`config.mk`:
```
export PLATFORM = sky130hd
export DESIGN_NAME = stripe_pingpong_ctrl
export DESIGN_NICKNAME = d
export VERILOG_FILES = /design/src/rtl/jpeg_hdmi_pkg.sv /design/src/rtl/stripe_addr_gen.sv /design/src/rtl/stripe_pingpong_ctrl.sv
export SDC_FILE = /design/constraint.sdc
export NUM_CORES = 1
export LEC_CHECK = 0
export BUFFER_PORTS_ARGS = -buffer_cell sky130_fd_sc_hd__buf_2
export CORE_MARGIN = 1.5
export CORE_UTILIZATION = 55
export CTS_CLUSTER_DIAMETER = 200
export CTS_CLUSTER_SIZE = 14
export DETAILED_ROUTE_END_ITERATION = 6
export GPL_ROUTABILITY_DRIVEN = 0
export GPL_TIMING_DRIVEN = 0
export PLACE_DENSITY = 0.8
export SKIP_LAST_GASP = 1
export SYNTH_ARGS = -nofsm -noshare
export SYNTH_HDL_FRONTEND = slang
export SYNTH_HIERARCHICAL = 1
export SYNTH_SLANG_ARGS = --single-unit
export TNS_END_PERCENT = 10
```
`constraint.sdc`:
```
create_clock -name clk -period 10.5 [get_ports clk]
set_clock_uncertainty 0.2 [all_clocks]
set_input_delay 0.525 -clock clk [delete_from_list [all_inputs] [get_ports clk]]
set_output_delay 0.525 -clock clk [all_outputs]
set_load 0.02 [all_outputs]
```
`src/rtl/jpeg_hdmi_pkg.sv`:
```
// Shared types and sizing helpers for the decoder-to-HDMI stripe buffering.
package jpeg_hdmi_pkg;

  localparam int unsigned BLOCK_SIZE = 8;

  typedef enum logic [1:0] {
    FREE,
    FILLING,
    FULL,
    DRAINING
  } buf_state_t;

  function automatic int unsigned addr_w(input int unsigned x_res, input int unsigned n);
    return $clog2(x_res * BLOCK_SIZE / n);
  endfunction

  function automatic int unsigned cnt_w(input int unsigned count);
    return (count > 1) ? $clog2(count) : 1;
  endfunction

  function automatic logic [1:0] buf_sel(input logic ptr);
    return ptr ? 2'b10 : 2'b01;
  endfunction

endpackage

```
`src/rtl/stripe_addr_gen.sv`:
```
// Stripe address counter: block-ordered (elem/line/block) for writes, or linear
// (col/line) for raster reads. The address is registered on each step.
module stripe_addr_gen
  import jpeg_hdmi_pkg::*;
#(
  parameter int unsigned X_RES  = 2160,
  parameter int unsigned N      = 2,
  parameter int unsigned ADDR_W = addr_w(X_RES, N),
  parameter bit          LINEAR = 1'b0
) (
  input  logic              clk,
  input  logic              rst,
  input  logic              step,
  input  logic              clr,
  output logic [ADDR_W-1:0] addr,
  output logic              last
);

  localparam int unsigned LINE_BEATS = X_RES / N;
  localparam int unsigned C0_N       = LINEAR ? LINE_BEATS : BLOCK_SIZE / N;
  localparam int unsigned C2_N       = LINEAR ? 1 : X_RES / BLOCK_SIZE;
  localparam int unsigned C0_W       = cnt_w(C0_N);
  localparam int unsigned C2_W       = cnt_w(C2_N);
  localparam int unsigned SUM_W      = ADDR_W + 1;

  localparam logic [C0_W-1:0] C0_MAX = C0_W'(C0_N - 1);
  localparam logic [2:0]      C1_MAX = 3'(BLOCK_SIZE - 1);
  localparam logic [C2_W-1:0] C2_MAX = C2_W'(C2_N - 1);

  logic [C0_W-1:0]  c0_q, c0_e, c0_d;
  logic [2:0]       c1_q, c1_e, c1_d;
  logic [C2_W-1:0]  c2_q, c2_e, c2_d;
  logic             c0_wrap, c1_wrap, c2_wrap;
  logic [SUM_W-1:0] sum;

  always_comb begin
    c0_e    = clr ? '0 : c0_q;
    c1_e    = clr ? '0 : c1_q;
    c2_e    = clr ? '0 : c2_q;
    c0_wrap = (c0_e == C0_MAX);
    c1_wrap = (c1_e == C1_MAX);
    c2_wrap = (c2_e == C2_MAX);
    last    = LINEAR ? c0_wrap : (c0_wrap && c1_wrap && c2_wrap);

    c0_d = c0_wrap ? '0 : c0_e + 1'b1;
    c1_d = c1_e;
    c2_d = c2_e;
    if (c0_wrap) begin
      c1_d = c1_wrap ? '0 : c1_e + 1'b1;
      if (c1_wrap) begin
        c2_d = c2_wrap ? '0 : c2_e + 1'b1;
      end
    end

    sum = SUM_W'(c0_e) + SUM_W'(c1_e) * SUM_W'(LINE_BEATS) + SUM_W'(c2_e) * SUM_W'(C0_N);
  end

  always_ff @(posedge clk) begin
    if (rst) begin
      c0_q <= '0;
      c1_q <= '0;
      c2_q <= '0;
      addr <= '0;
    end else if (step) begin
      c0_q <= c0_d;
      c1_q <= c1_d;
      c2_q <= c2_d;
      // A carry out would mean the counters left the stripe; park at 0.
      addr <= sum[ADDR_W] ? '0 : sum[ADDR_W-1:0];
    end
  end

endmodule

```
`src/rtl/stripe_pingpong_ctrl.sv`:
```
// Two-stripe ping-pong controller: block-ordered fills, raster-line drains,
// per-buffer ownership tracking, back-pressure and underrun/overflow flags.
module stripe_pingpong_ctrl
  import jpeg_hdmi_pkg::*;
#(
  parameter int unsigned N      = 2,
  parameter int unsigned X_RES  = 2160,
  parameter int unsigned Y_RES  = 1200,
  parameter int unsigned ADDR_W = addr_w(X_RES, N)
) (
  input  logic              clk,
  input  logic              rst,
  input  logic              blk_valid,
  output logic              blk_ready,
  input  logic              blk_sof,
  output logic [1:0]        wr_en,
  output logic [ADDR_W-1:0] wr_addr,
  input  logic              rd_line_req,
  output logic [1:0]        rd_en,
  output logic [ADDR_W-1:0] rd_addr,
  output logic              rd_line_done,
  output logic              rd_frame_last,
  output logic              underrun,
  output logic              overflow_sof
);

  localparam int unsigned STRIPES  = Y_RES / BLOCK_SIZE;
  localparam int unsigned STRIPE_W = cnt_w(STRIPES);
  localparam logic [STRIPE_W-1:0] STRIPE_LAST = STRIPE_W'(STRIPES - 1);

  buf_state_t          state_q [2];
  logic                wr_ptr_q, rd_ptr_q;
  logic                rd_run_q, rd_rel_q;
  logic [2:0]          rd_line_cnt_q;
  logic [STRIPE_W-1:0] stripe_q;

  logic wr_acc, wr_last;
  logic rd_avail, rd_busy, rd_start, rd_step, rd_line_end;

  always_comb begin
    blk_ready     = (state_q[wr_ptr_q] == FREE) || (state_q[wr_ptr_q] == FILLING);
    wr_acc        = blk_valid && blk_ready;
    rd_avail      = (state_q[rd_ptr_q] == FULL) || (state_q[rd_ptr_q] == DRAINING);
    // Busy until the final beat of the current line has been presented.
    rd_busy       = rd_run_q || (rd_en != 2'b00);
    rd_start      = rd_line_req && !rd_busy && rd_avail;
    rd_step       = rd_start || rd_run_q;
    rd_frame_last = (stripe_q == STRIPE_LAST) && (state_q[rd_ptr_q] == DRAINING);
  end

  stripe_addr_gen #(
    .X_RES (X_RES),
    .N     (N),
    .ADDR_W(ADDR_W),
    .LINEAR(1'b0)
  ) u_wr_gen (
    .clk (clk),
    .rst (rst),
    .step(wr_acc),
    .clr (blk_sof),
    .addr(wr_addr),
    .last(wr_last)
  );

  stripe_addr_gen #(
    .X_RES (X_RES),
    .N     (N),
    .ADDR_W(ADDR_W),
    .LINEAR(1'b1)
  ) u_rd_gen (
    .clk (clk),
    .rst (rst),
    .step(rd_step),
    .clr (1'b0),
    .addr(rd_addr),
    .last(rd_line_end)
  );

  always_ff @(posedge clk) begin
    if (rst) begin
      state_q[0]    <= FREE;
      state_q[1]    <= FREE;
      wr_ptr_q      <= 1'b0;
      rd_ptr_q      <= 1'b0;
      rd_run_q      <= 1'b0;
      rd_rel_q      <= 1'b0;
      rd_line_cnt_q <= '0;
      stripe_q      <= '0;
      wr_en         <= 2'b00;
      rd_en         <= 2'b00;
      rd_line_done  <= 1'b0;
      underrun      <= 1'b0;
      overflow_sof  <= 1'b0;
    end else begin
      wr_en        <= wr_acc ? buf_sel(wr_ptr_q) : 2'b00;
      overflow_sof <= wr_acc && blk_sof && (state_q[wr_ptr_q] == FILLING);
      if (wr_acc) begin
        if (wr_last) begin
          state_q[wr_ptr_q] <= FULL;
          wr_ptr_q          <= !wr_ptr_q;
        end else begin
          state_q[wr_ptr_q] <= FILLING;
        end
      end

      rd_en        <= rd_step ? buf_sel(rd_ptr_q) : 2'b00;
      rd_line_done <= rd_step && rd_line_end;
      rd_rel_q     <= rd_step && rd_line_end && (rd_line_cnt_q == 3'd7);
      underrun     <= rd_line_req && !rd_busy && !rd_avail;
      if (rd_step) begin
        rd_run_q <= !rd_line_end;
      end
      if (rd_step && rd_line_end) begin
        rd_line_cnt_q <= rd_line_cnt_q + 3'd1;
      end
      if (rd_start && (state_q[rd_ptr_q] == FULL)) begin
        state_q[rd_ptr_q] <= DRAINING;
      end
      // Release lands after the last beat, so the writer sees FREE a cycle later.
      if (rd_rel_q) begin
        state_q[rd_ptr_q] <= FREE;
        rd_ptr_q          <= !rd_ptr_q;
        stripe_q          <= (stripe_q == STRIPE_LAST) ? '0 : stripe_q + 1'b1;
      end
    end
  end

endmodule

```
# Word level (Yosys, flattened, before mapping)
# Memories as Yosys holds them, arrays and structs flattened. A register that Yosys moved wholly into a read port is not among the register bits.
# Cells that the tools add are included.
# word_totals
ff_bits	79
ramBits	4
input_bits	5
n_memories	1
# op_classes
add_sub_neg	12
multipliers	3
eq_ne	10
n_mux	45
n_bitwise	4
reduce_logical	30
# mem_list
name	depth	width	rd	rd_clocked_by_memory_dff	write_ports	line	source
state_q	2	2	2	2	2	stripe_pingpong_ctrl.sv:31	buf_state_t state_q [2];
# op_table
op	n
$mux W9	4
$mux W14	2
$mux W1	25
$mul A3 B8 Y11 const B	2
$mux W2	8
$add A11 B14 Y15	1
$add A15 B11 Y15	1
$add A15 B12 Y15	1
$add A2 B14 Y15	1
$logic_and A1 B1 Y1	12
$mux W3	4
$add A11 B1 Y11 const B	1
$eq A11 B11 Y1 const B	1
$mux W11	1
$add A3 B1 Y3 const B	3
$add A9 B1 Y9 const B	1
$eq A3 B3 Y1 const B	3
$eq A9 B9 Y1 const B	1
$mul A1 B8 Y9 const B	1
$add A8 B1 Y8 const B	1
$eq A8 B8 Y1 const B	1
$mux W8	1
$reduce_or A2 Y1	4
$eq A2 B2 Y1 const B	3
11 further kinds	21

# Depth between registers and ports, before layout
# logic_depth
depth_word	12
depth_mapped	15
mapped_depth_nobuf	14

# Hierarchy
# Netlist, hierarchy kept.
# modules_own_cells
mod	instances	cells_each	area_each_um2	seq_area_each_um2
stripe_addr_gen at u_rd_gen	1	242	1981.9	580.6
stripe_addr_gen at u_wr_gen	1	241	1938.1	560.5
stripe_pingpong_ctrl	1	141	1330.0	600.6

# Least setup slack after synthesis
# Ideal clock, no wire load.
# synth_timing
kind	reg2reg
from	register u_rd_gen.c1_q[1]
to	register u_rd_gen.addr[13]
setup_ps	58
arrival_time_ps	3540
required_ps	10242
path_slack_ps	6701
path_stages_with_launch	15
period_less_slack_ps	3799
cell_sequence	dfxtp_1 > nor2b_1 > clkbuf_1 > xnor2_1 > ha_1 > ha_1 > fa_1 > xor2_1 > ha_1 > ha_1 > o21ai_0 > o21ai_0 > nand3_1 > a2111oi_0 > a31o_2
# synth_between
elab_chain_cells	4
# synth_lines
item	line	source
start, declared	stripe_addr_gen.sv:31	logic [2:0] c1_q, c1_e, c1_d;
start signal, assigned	stripe_addr_gen.sv:61	c1_q <= '0;
start signal, assigned	stripe_addr_gen.sv:66	c1_q <= c1_d;
$mul A3 B8 Y11	stripe_addr_gen.sv:55	sum = SUM_W'(c0_e) + SUM_W'(c1_e) * SUM_W'(LINE_BEATS) + SUM_W'(c2_e) * SUM_W'(C0_N);
$add A11 B14 Y15	stripe_addr_gen.sv:55	
$add A15 B12 Y15	stripe_addr_gen.sv:55	
$mux W14	stripe_addr_gen.sv:69	addr <= sum[ADDR_W] ? '0 : sum[ADDR_W-1:0];
end signal, assigned	stripe_addr_gen.sv:69	
end, declared	stripe_addr_gen.sv:15	output logic [ADDR_W-1:0] addr,
# Every way passes these cells.
# A chain may end at the register's enable or synchronous reset.

# Worst setup path after layout
# Ends and elaborated chain as after synthesis.

==> flow_summary_export.csv <==
group,metric,value,unit
hold_path,holdCritPathClass,"flip-flop to flip-flop",
timing,rsz0062_at_grt,"false",
synthesis,synth_top_cell_by_area,"dfxtp_1",
route,viasPerCell,6.103,
run,cap_violations,0,
placed_design,port_buffers,41,
synthesis,synth_seq_cells,85,
clock_network,postCtsSetupRepairBufs,0,
timing,fin_ws,6129,ps
setup_path,cp_max_fo,8,
cells_and_area,areaGrowthSynthToFinish,11.49,%
placed_design,preCtsSetupSlack,6082,ps
die,io_pins,42,
clock_network,cts_inserted_buffers,9,
cells_and_area,nNetsFinal,731,
setup_path,critPathLaunchType,"flip-flop",
die,core-area,0.009240,mm²
setup_path,end_kind,"flip-flop",
timing,period_share,41.63,%
placed_design,hpwl,9645,µm
route,drt_wl_total,13200,µm
synthesis,synth_cells,624,
timing,final_hold_viol_count,0,
synthesis,synth_area,0.005250,mm²
global_routing,grt_pass1_wl,22120,µm
clock_network,root_buffer,"clkbuf_8",
clock_network,htree_levels,3,
synthesis,synth_flop_cell,"dfxtp_1",
synthesis,async_flop_share,0,%
setup_path,crit_required,10600,ps
cells_and_area,stdcell_count,819,
global_routing,track_usage,27.37,%
global_routing,grt_pass1_vias,4765,
die,initial_utilization,56.82,%
synthesis,syn_avg_cell_area,8.414,µm²
timing,hold_ws,253.7,ps
timing,worst_pin_slew,568.9,ps
global_routing,gr-total-overflow,0,
timing,setup_violations,0,
clock_network,clock_sinks,85,
timing,period_minus_slack,4371,ps
synthesis,yosysWarnings,6,
global_routing,grt_max_degree,16,
route,drt_iter0_markers,404,
placed_design,placedCellCount,803,
clock_network,holdBufCountCts,0,
clock_network,cts_resized,0,
cells_and_area,drive_gt1_share,11.16,%
run_status,status,"completed",
route,drc,0,
cells_and_area,num-fill-cells,796,
setup_path,r2r_cells,14,
die,die-height,100.7,µm
route,wl_per_cell,16.11,µm
setup_path,critPathKind,"flip-flop to flip-flop",
die,rows,35,
pwr,p_leak,0.002481,µW
route,drtAntennaViolNets,0,
cells_and_area,antenna_cells,0,
timing,fin_tns_setup,0,ps
clock_network,clockBufferDepth,2,
pwr,ir_worst_vdd,0.07351,mV
synthesis,yosysTopAreaCellShare,30.89,%
synthesis,ys_top_cells_by_area,"dfxtp_1, ha_1, nor2_1",
timing,relSlewSlack,60.99,%
clock_network,clkTransAtPathRegs,80,ps
cells_and_area,final_core_util,63.34,%
die,die_area,0.01014,mm²
global_routing,antenna_found_initial,0,
clock_network,clock_latency,360,ps
pwr,p_per_area,110.0,mW/mm²
die,chipWidth,100.7,µm
route,vias,4998,
hold_path,hold_path_depth,1,
route,drt_first_pass_iters,5,
setup_path,crit_arrival,4470,ps
timing,maxSlewViolCount,0,
synthesis,synth_edf_count,4,
clock_network,cts_tree,"yes",
synthesis,ys_types,74,
timing,max_freq,0.2288,GHz
synthesis,yosysSeqAreaShare,33.17,%
[worst max-delay path, stage by stage (launching register included)]
cell	delay, ps
dfxtp_1	350
nor2b_1	140
clkbuf_1	320
xnor2_1	260
ha_1	310
ha_1	230
fa_1	390
xor2_1	180
ha_1	300
ha_1	340
o21ai_0	110
o21ai_0	350
nand3_1	110
a2111oi_0	550
a31o_2	170
[flip-flops by register name (all words and copies together) (netlist names), named ones only]
signal / cells
rd_ptr_q: 1
rd_line_cnt_q: 3
u_wr_gen/c2_q: 9
u_rd_gen/c0_q: 11
stripe_q: 8
state_q: 4
u_rd_gen/addr: 14
rd_line_done: 1
wr_en: 2
overflow_sof: 1
rd_run_q: 1
u_wr_gen/c0_q: 2
wr_ptr_q: 1
rd_rel_q: 1
underrun: 1
u_wr_gen/c1_q: 3
u_rd_gen/c1_q: 3
u_rd_gen/c2_q: 1
u_wr_gen/addr: 14
rd_en: 2
[cells by family after synthesis]
family,Yosys count,synth area share (%)
and+or+nand+nor,260,26.98
AOI/OAI and AO/OA,140,18.47
DFF,85,33.17
buffers and inverters,68,4.909
adders and majority gates,41,10.92
muxes,21,4.147
xor gates and xnor gates,8,1.335
other,1,0.07143
[layout by cell type (no fill, tap or decap), types with 7 or more instances in the layout]
master,synthesis,layout
or3_1,7,7
o21ai_0,22,22
nor3_1,20,20
a211oi_1,12,12
nand3_1,19,19
o31ai_1,7,7
nand2b_1,18,18
nand4_1,11,11
buf_2,2,43
conb_1,1,10
dfxtp_1,81,81
nor2_1,59,59
clkbuf_8,0,11
a21oi_1,39,39
mux2i_1,18,18
ha_1,33,33
fa_1,8,8
inv_1,39,39
a31oi_1,8,8
nor2b_1,19,19
nand4b_1,7,7
nand2_1,48,48
nor4_1,9,9
clkbuf_1,19,21
[power by group]
part           switching, µW  total [µW]  internal (µW)  leakage, µW
logic                   45.5        64.9           19.4      0.00168
registers               5.55         337            331     0.000697
clock network            118         242            123     0.000104
total                    169         644            474      0.00248
[path summary, 6_finish.rpt]
kind,startpoint,slack (ps),end
max,u_rd_gen/c1_q[1],6130,u_rd_gen/addr[13]
min reg2reg,u_rd_gen/c2_q,250,u_rd_gen/c2_q
max reg2reg,u_rd_gen/c1_q[1],6130,u_rd_gen/addr[13]
min,u_rd_gen/c2_q,250,u_rd_gen/c2_q
[through the flow]
stage | power (µW) | cell area, µm²
4_1_cts | 646.2 | 5853
3_5_place_dp | 406.8 | 5650
2_1_floorplan | 386.8 | 5284
6_report | 643.6 | 5853
3_3_place_gp | 405.0 | 5650
5_1_grt | 669.4 | 5853
[per-layer routing]
metal  GRT usage [%]  share of wire, %  vias to the layer above
li1                -                 -                     2388
met2           44.18                46                      231
met3           4.022               7.9                       33
met1           36.33                44                     2346
met4           12.24               2.1                        0
met5               0                 0                        -
[synthesized netlist by cell type, drive strengths merged (18+ instances only)]
library cell / n
dfxtp: 81
nor2: 59
nand2: 48
a21oi: 39
inv: 39
ha: 33
o21ai: 25
nor3: 20
clkbuf: 19
nand3: 19
nor2b: 19
mux2i: 18
nand2b: 18
[area by class of cell]
| type | instances | area [µm²] | share of cell area [%] |
|---|---|---|---|
| Clock buffer | 13 | 158.9 | 2.715 |
| Timing Repair Buffer | 41 | 205.2 | 3.506 |
| Multi-Input combinational cell | 480 | 3284 | 56.11 |
| Inverter | 41 | 153.9 | 2.629 |
| Buffer | 27 | 103.9 | 1.774 |
| Clock inverter | 3 | 43.79 | 0.7482 |
| Sequential cell | 85 | 1742 | 29.76 |
| Tap cell | 129 | 161.4 | 2.758 |
(Power assumes the default switching activity.)
